`src/rtl/ctx_reg_bank_if.sv`:
```
`default_nettype none
// ============================================================================
//  Module   : ctx_reg_bank_if
//  Purpose  : Bus bundle between the control FSM (master) and the context
//             register bank (slave): write port, stack controls and status.
//  Revision : 1.0  initial release
// ============================================================================
interface ctx_reg_bank_if #(
   parameter int WIDTH    = 32,
   parameter int CHANNELS = 3,
   parameter int DEPTH    = 4
);
   localparam int CW = $clog2(DEPTH + 1);

   logic [CHANNELS-1:0]       wr_en;
   logic [CHANNELS*WIDTH-1:0] d_in;
   logic [CHANNELS*WIDTH-1:0] q_out;
   logic                      save;
   logic                      restore;
   logic                      err_clr;
   logic [CW-1:0]             depth_cnt;
   logic                      stack_full;
   logic                      stack_empty;
   logic                      ovf_err;
   logic                      unf_err;

   modport master (
      output wr_en, d_in, save, restore, err_clr,
      input  q_out, depth_cnt, stack_full, stack_empty, ovf_err, unf_err
   );

   modport slave (
      input  wr_en, d_in, save, restore, err_clr,
      output q_out, depth_cnt, stack_full, stack_empty, ovf_err, unf_err
   );
endinterface
`default_nettype wire

```
`src/rtl/ctx_reg_bank.sv`:
```
`default_nettype none
// ============================================================================
//  Module   : ctx_reg_bank
//  Purpose  : CHANNELS independent WIDTH-bit architectural registers with
//             per-channel write enables and a DEPTH-entry LIFO shadow stack
//             that snapshots/restores every channel at once.
//             All state updates on the falling edge of Clk.
//  Revision : 1.0  initial release
// ============================================================================
module ctx_reg_bank #(
   parameter int               WIDTH     = 32,
   parameter int               CHANNELS  = 3,
   parameter int               DEPTH     = 4,
   parameter logic [WIDTH-1:0] RESET_VAL = '0
) (
   input  logic          Clk,
   input  logic          Rst,
   ctx_reg_bank_if.slave bus
);
   localparam int            CW          = $clog2(DEPTH + 1);
   // Stack index width; a single-entry stack still needs one address bit.
   localparam int            AW          = (DEPTH > 1) ? $clog2(DEPTH) : 1;
   localparam logic [CW-1:0] C_DEPTH_MAX = CW'(DEPTH);
   localparam logic [CW-1:0] C_ONE       = CW'(1);

   logic [CHANNELS*WIDTH-1:0] regs_q, regs_d;
   logic [CHANNELS*WIDTH-1:0] stack_q [DEPTH];
   logic [CW-1:0]             depth_q, depth_d;
   logic                      ovf_q, ovf_d;
   logic                      unf_q, unf_d;

   logic                      w_full, w_empty;
   logic                      w_save_op, w_restore_op;
   logic                      w_push, w_pop;
   logic [AW-1:0]             w_push_idx, w_pop_idx;

   assign w_full       = (depth_q == C_DEPTH_MAX);
   assign w_empty      = (depth_q == '0);
   // save and restore together cancel out: no stack operation, no error.
   assign w_save_op    = bus.save & ~bus.restore;
   assign w_restore_op = bus.restore & ~bus.save;
   assign w_push       = w_save_op & ~w_full;
   assign w_pop        = w_restore_op & ~w_empty;
   // Push index is only used while not full, so depth_q < DEPTH fits AW bits.
   assign w_push_idx   = AW'(depth_q);
   assign w_pop_idx    = AW'(depth_q - C_ONE);

   // Next-state: a valid pop overrides writes; otherwise per-channel writes apply.
   always_comb begin
      regs_d  = regs_q;
      depth_d = depth_q;
      ovf_d   = ovf_q & ~bus.err_clr;
      unf_d   = unf_q & ~bus.err_clr;
      if (w_pop) begin
         regs_d  = stack_q[w_pop_idx];
         depth_d = depth_q - C_ONE;
      end else begin
         for (int k = 0; k < CHANNELS; k++) begin
            if (bus.wr_en[k]) begin
               regs_d[k*WIDTH +: WIDTH] = bus.d_in[k*WIDTH +: WIDTH];
            end
         end
         if (w_push) begin
            depth_d = depth_q + C_ONE;
         end
      end
      // A fresh error beats a simultaneous clear.
      if (w_save_op && w_full) begin
         ovf_d = 1'b1;
      end
      if (w_restore_op && w_empty) begin
         unf_d = 1'b1;
      end
   end

   // Architectural registers, depth counter and sticky flags.
   always_ff @(negedge Clk) begin
      if (Rst) begin
         regs_q  <= {CHANNELS{RESET_VAL}};
         depth_q <= '0;
         ovf_q   <= 1'b0;
         unf_q   <= 1'b0;
      end else begin
         regs_q  <= regs_d;
         depth_q <= depth_d;
         ovf_q   <= ovf_d;
         unf_q   <= unf_d;
      end
   end

   // Shadow stack storage captures pre-edge register contents; never reset.
   always_ff @(negedge Clk) begin
      if (!Rst && w_push) begin
         stack_q[w_push_idx] <= regs_q;
      end
   end

   assign bus.q_out       = regs_q;
   assign bus.depth_cnt   = depth_q;
   assign bus.stack_full  = w_full;
   assign bus.stack_empty = w_empty;
   assign bus.ovf_err     = ovf_q;
   assign bus.unf_err     = unf_q;
endmodule
`default_nettype wire

```
`src/flat_wrapper.sv`:
```
// flat-port wrapper written by rule: the top's interface ports become plain ports
module ctx_reg_bank_flat 
#(
   parameter int               WIDTH     = 32,
   parameter int               CHANNELS  = 3,
   parameter int               DEPTH     = 4,
   parameter logic [WIDTH-1:0] RESET_VAL = '0
)
  (Clk, Rst, bus_wr_en, bus_d_in, bus_save, bus_restore, bus_err_clr, bus_q_out, bus_depth_cnt, bus_stack_full, bus_stack_empty, bus_ovf_err, bus_unf_err);
  ctx_reg_bank_if #(.WIDTH(WIDTH), .CHANNELS(CHANNELS), .DEPTH(DEPTH)) bus_i ();
  input  logic Clk;
  input  logic Rst;
  input wire logic [$bits(bus_i.wr_en)-1:0] bus_wr_en;
  input wire logic [$bits(bus_i.d_in)-1:0] bus_d_in;
  input wire logic [$bits(bus_i.save)-1:0] bus_save;
  input wire logic [$bits(bus_i.restore)-1:0] bus_restore;
  input wire logic [$bits(bus_i.err_clr)-1:0] bus_err_clr;
  output wire logic [$bits(bus_i.q_out)-1:0] bus_q_out;
  output wire logic [$bits(bus_i.depth_cnt)-1:0] bus_depth_cnt;
  output wire logic [$bits(bus_i.stack_full)-1:0] bus_stack_full;
  output wire logic [$bits(bus_i.stack_empty)-1:0] bus_stack_empty;
  output wire logic [$bits(bus_i.ovf_err)-1:0] bus_ovf_err;
  output wire logic [$bits(bus_i.unf_err)-1:0] bus_unf_err;
  assign bus_i.wr_en = bus_wr_en;
  assign bus_i.d_in = bus_d_in;
  assign bus_i.save = bus_save;
  assign bus_i.restore = bus_restore;
  assign bus_i.err_clr = bus_err_clr;
  assign bus_q_out = bus_i.q_out;
  assign bus_depth_cnt = bus_i.depth_cnt;
  assign bus_stack_full = bus_i.stack_full;
  assign bus_stack_empty = bus_i.stack_empty;
  assign bus_ovf_err = bus_i.ovf_err;
  assign bus_unf_err = bus_i.unf_err;
  ctx_reg_bank #(.WIDTH(WIDTH), .CHANNELS(CHANNELS), .DEPTH(DEPTH), .RESET_VAL(RESET_VAL)) u_core (.Clk(Clk), .Rst(Rst), .bus(bus_i));
endmodule
```
`config.mk`:
```
export PLATFORM = sky130hd
export DESIGN_NAME = ctx_reg_bank_flat
export DESIGN_NICKNAME = d
export VERILOG_FILES = /design/src/rtl/ctx_reg_bank_if.sv /design/src/rtl/ctx_reg_bank.sv /design/src/flat_wrapper.sv
export SDC_FILE = /design/constraint.sdc
export NUM_CORES = 1
export LEC_CHECK = 0
export BUFFER_PORTS_ARGS = -buffer_cell sky130_fd_sc_hd__buf_2
export CAP_MARGIN = 20
export CORE_ASPECT_RATIO = 0.8
export CORE_MARGIN = 10
export CORE_UTILIZATION = 28
export DETAILED_ROUTE_END_ITERATION = 10
export GPL_TIMING_DRIVEN = 0
export PLACE_DENSITY = 0.47
export SETUP_SLACK_MARGIN = 0.2
export SYNTH_ARGS = -nofsm -noshare
export SYNTH_HDL_FRONTEND = slang
export SYNTH_SLANG_ARGS = --single-unit
```
`constraint.sdc`:
```
create_clock -name Clk -period 13.1 [get_ports Clk]
set_input_delay 2.62 -clock Clk [delete_from_list [all_inputs] [get_ports Clk]]
set_output_delay 2.62 -clock Clk [all_outputs]
set_load 0.05 [all_outputs]
```
Yosys cells after proc, flatten, opt, wreduce, memory -nomap -nowiden
Memory sizes are Yosys's and may differ from the RTL's.
Index checks and enable logic that the tools add are counted.
W data, S select, Z words.
{ "totals": {"reg_bits": 101, "mem_bits_rw": 384, "input_bits": 104, "output_inout_bits": 103, "mem_count": 1} }
{ "op_classes": {"add_sub_neg": 2, "n_eq_ne": 1, "muxes": 10, "bitwise_logic": 11, "n_reduce_logical": 9} }
{ "mem_list": {"columns": ["name", "words", "width", "read_ports", "rd_ports_with_merged_regs", "wr", "line_no", "source"], "rows": [
  ["u_core.stack_q", 4, 96, 1, 0, 1, "ctx_reg_bank.sv:27", "logic [CHANNELS*WIDTH-1:0] stack_q [DEPTH];"]
]} }
{ "op_table": {"columns": ["op", "count"], "rows": [
  ["$mux W32", 3],
  ["$mux W96", 1],
  ["$reduce_bool A2 Y1", 4],
  ["$and A1 B1 Y1", 6],
  ["$mux W3", 2],
  ["$not A1 Y1", 5],
  ["$mux W1", 4],
  ["$add A3 B1 Y3 const B", 1],
  ["$eq A3 B3 Y1 const B", 1],
  ["$logic_and A1 B1 Y1", 3],
  ["$logic_not A3 Y1", 1],
  ["$sub A3 B1 Y3 const B", 1],
  ["$logic_not A1 Y1", 1]
]} }

Longest topological paths before layout
{ "logic_depth": {"ltp_word": 6, "depth_mapped": 11} }

==> out/qor.txt <==
Critical Path RT = 10.48 ns
most frequent cell after synthesis = edfxtp_1
Clock Pin Slew Worst Setup and Hold Paths = 0.03 ns
postcts setup bufs = 0
crit path max fanout = 10
synth cell count leaders = 384 x edfxtp_1, 101 x dfxtp_1, 97 x nor2_1
vias in the first global route = 14000
CP endpoint kind = primary output
outcome = completed
Rows = 84
Max stage delay on crit path = 0.44 ns
antenna violation net count after detailed routing = 0
Yosys reg bits = 485
Mapped Cells = 972
cells resized by post-CTS repair = 0
CTS root buf = clkbuf_16
actual slew at the worst max-slew pin = 1.06 ns
Main synth FF type = edfxtp_1
Peak VDD IR = 0.0000855 V
largest net degree at the start of global routing = 50
Clock Latency Late Sink = 0.64 ns
Yosys top cell area share = 62.4%
Remaining DRCs = 0
setup_tns = 0 ns
die height = 250 um
RSZ-0062 raised after global routing = false
Via density = 4.49
top cells by area, synth = edfxtp_1 62%, mux4_2 11%, dfxtp_1 11%
static leakage = 10.6 nW
Syn Nets = 1082
reg2reg start = u_core.bus.depth_cnt[0]
multi-input combinational cell area = 4500 sq um
number of buffers inserted by port buffering = 202
number of enable flip-flop cells after synthesis = 384
first element of the critical path = u_core.bus.depth_cnt[0]
final setup vio count = 0
Top Ports = 207
Fin. Hold Viols = 0
drt total wl = 49300 um
Num Clock Sinks = 485
Buffers & Inverters on Critical Path = 5
nets = 1832
crit path cell chain = buf_6 -> buf_12 -> buf_12 -> inv_1 -> ha_1 -> ha_1 -> buf_2
hold path startpoint = u_core.bus.unf_err
Hold/Removal Path Class = flop to flop
Area Growth Syn to Fin = 31.7%
Overall Power = 0.00447 W
Fillers = 6525
PD cells = 184 nW/um^2
Fin Hold WS = 0.473 ns
fin util = 37.1%
H-Tree Depth = 2
core area = 65600 sq um
first drt pass iteration count = 4
post-synth design cell area = 18500 sq um
Post-Place Cells = 2042
GRT Total Usage = 12.9%
Die W = 307 um
Final Slew Violations = 0
maxcap violations = 0
share of post-route cells with drive strength above 1 = 25.2%
Crit Path Class = flop to primary output
crit start category = flop
total die area = 76700 sq um
syn_area_per_cell = 19.0 sq um
first-pass GRT wire length = 76900 um
Yosys warnings = 0
ys async rst share = 0%
Critical Path AT = 9.03 ns
Via Count = 11800
gpl congestion = 0.705
Post-CTS Hold Buffers = 0
initial antenna violation count = 2
FF/Latch Area = 13600 sq um
CTS tree = built
Netlist cell types = 29
headroom to the max-slew limit = 29.7%
starting DRC count in detailed routing = 457
CP delay by family, top = buffers and inverters
Synth area leader = edfxtp_1
Post-Layout Cell Count = 2625
HPWL Detailed = 29500 um
clk_skew = 0.0226 ns
TritonCTS Buffers = 54
GRT overflow = 0
detailed-route wire length per cell = 18.8 um
clk buf depth = 3
Seq/Total Area, Yosys = 73.4%
cell at the slowest stage of the critical path = dfxtp_1
Starting Density = 28.2%
path summary, 6_finish.rpt:
check,end,slack (ns),depth (start not counted)
setup / recovery,bus_stack_empty,1.45,7
hold / removal,u_core.bus.unf_err,0.47,2
hold reg to reg,u_core.bus.unf_err,0.47,2
setup reg to reg,u_core.stack_q[3][52],9.67,10
routing by layer:
layer	track usage [%]	part of all wire, %
met4	6.55	1.8
met1	14.7	43
met2	20.5	50
met5	0	0
met3	5.61	5.9
state kept, by name, indices dropped and copies added (netlist names):
register / flops
u_core.bus.depth_cnt: 3
u_core.bus.ovf_err: 1
u_core.bus.q_out: 96
u_core.bus.unf_err: 1
u_core.stack_q: 384
layout make-up:
| class | instances | area share, % |
|---|---|---|
| Clock inverter | 526 | 8.73 |
| Antenna cell | 1 | 0.0103 |
| Sequential cell | 485 | 55.7 |
| Multi-Input combinational cell | 416 | 18.5 |
| Tap cell | 860 | 4.42 |
| Buffer | 66 | 1.70 |
| Timing Repair Buffer | 210 | 5.01 |
| Inverter | 4 | 0.0617 |
| Clock buffer | 57 | 5.86 |
power by group:
group	switching (W)	leakage, nW	total, W	internal, W
clock	0.000985	3.47	0.00204	0.00106
sequential	0.0000613	4.37	0.00183	0.00176
combinational	0.000373	2.72	0.000600	0.000227
stage by stage:
step           setup slack, ns  area, sq um
2_1_floorplan            0.695        18500
3_3_place_gp             -2.12        20600
3_5_place_dp              1.52        20800
4_1_cts                   1.36        24300
5_1_grt                   1.27        24300
6_report                  1.45        24300
cells by family (layout without fill, tap and decap cells):
logic type | after synthesis | count (layout) | synth area share [%]
AO/OA/AOI/OAI | 103 | 103 | 4.31
buffers and inverters | 71 | 863 | 2.34
multiplexers | 192 | 192 | 17.0
other | 0 | 1 | 0
AND/OR/NAND/NOR | 114 | 114 | 2.53
adder cells (fa/ha/maj) | 6 | 6 | 0.406
flip-flops | 485 | 485 | 73.4
XOR/XNOR | 1 | 1 | 0.0474
worst register-to-register path: cells and delay by family (launching register included):
kind / cells / cell delay (ns)
and+or+nand+nor: 4 / 1.26
buffers and inverters: 5 / 1.10
DFF: 1 / 0.44
adders and majority gates: 1 / 0.21
cell usage in the layout, fill, tap and decap left out, drive strengths merged, types with 4 or more instances in the layout:
cell type | netlist | routed
a211oi | 98 | 98
and2 | 4 | 4
buf | 50 | 260
bufinv | 0 | 4
clkbuf | 16 | 73
clkinvlp | 0 | 12
dfxtp | 101 | 101
edfxtp | 384 | 384
ha | 6 | 6
inv | 5 | 511
mux2i | 96 | 96
mux4 | 96 | 96
nor2 | 99 | 99
No activity file was read; power rests on OpenSTA's default activity.
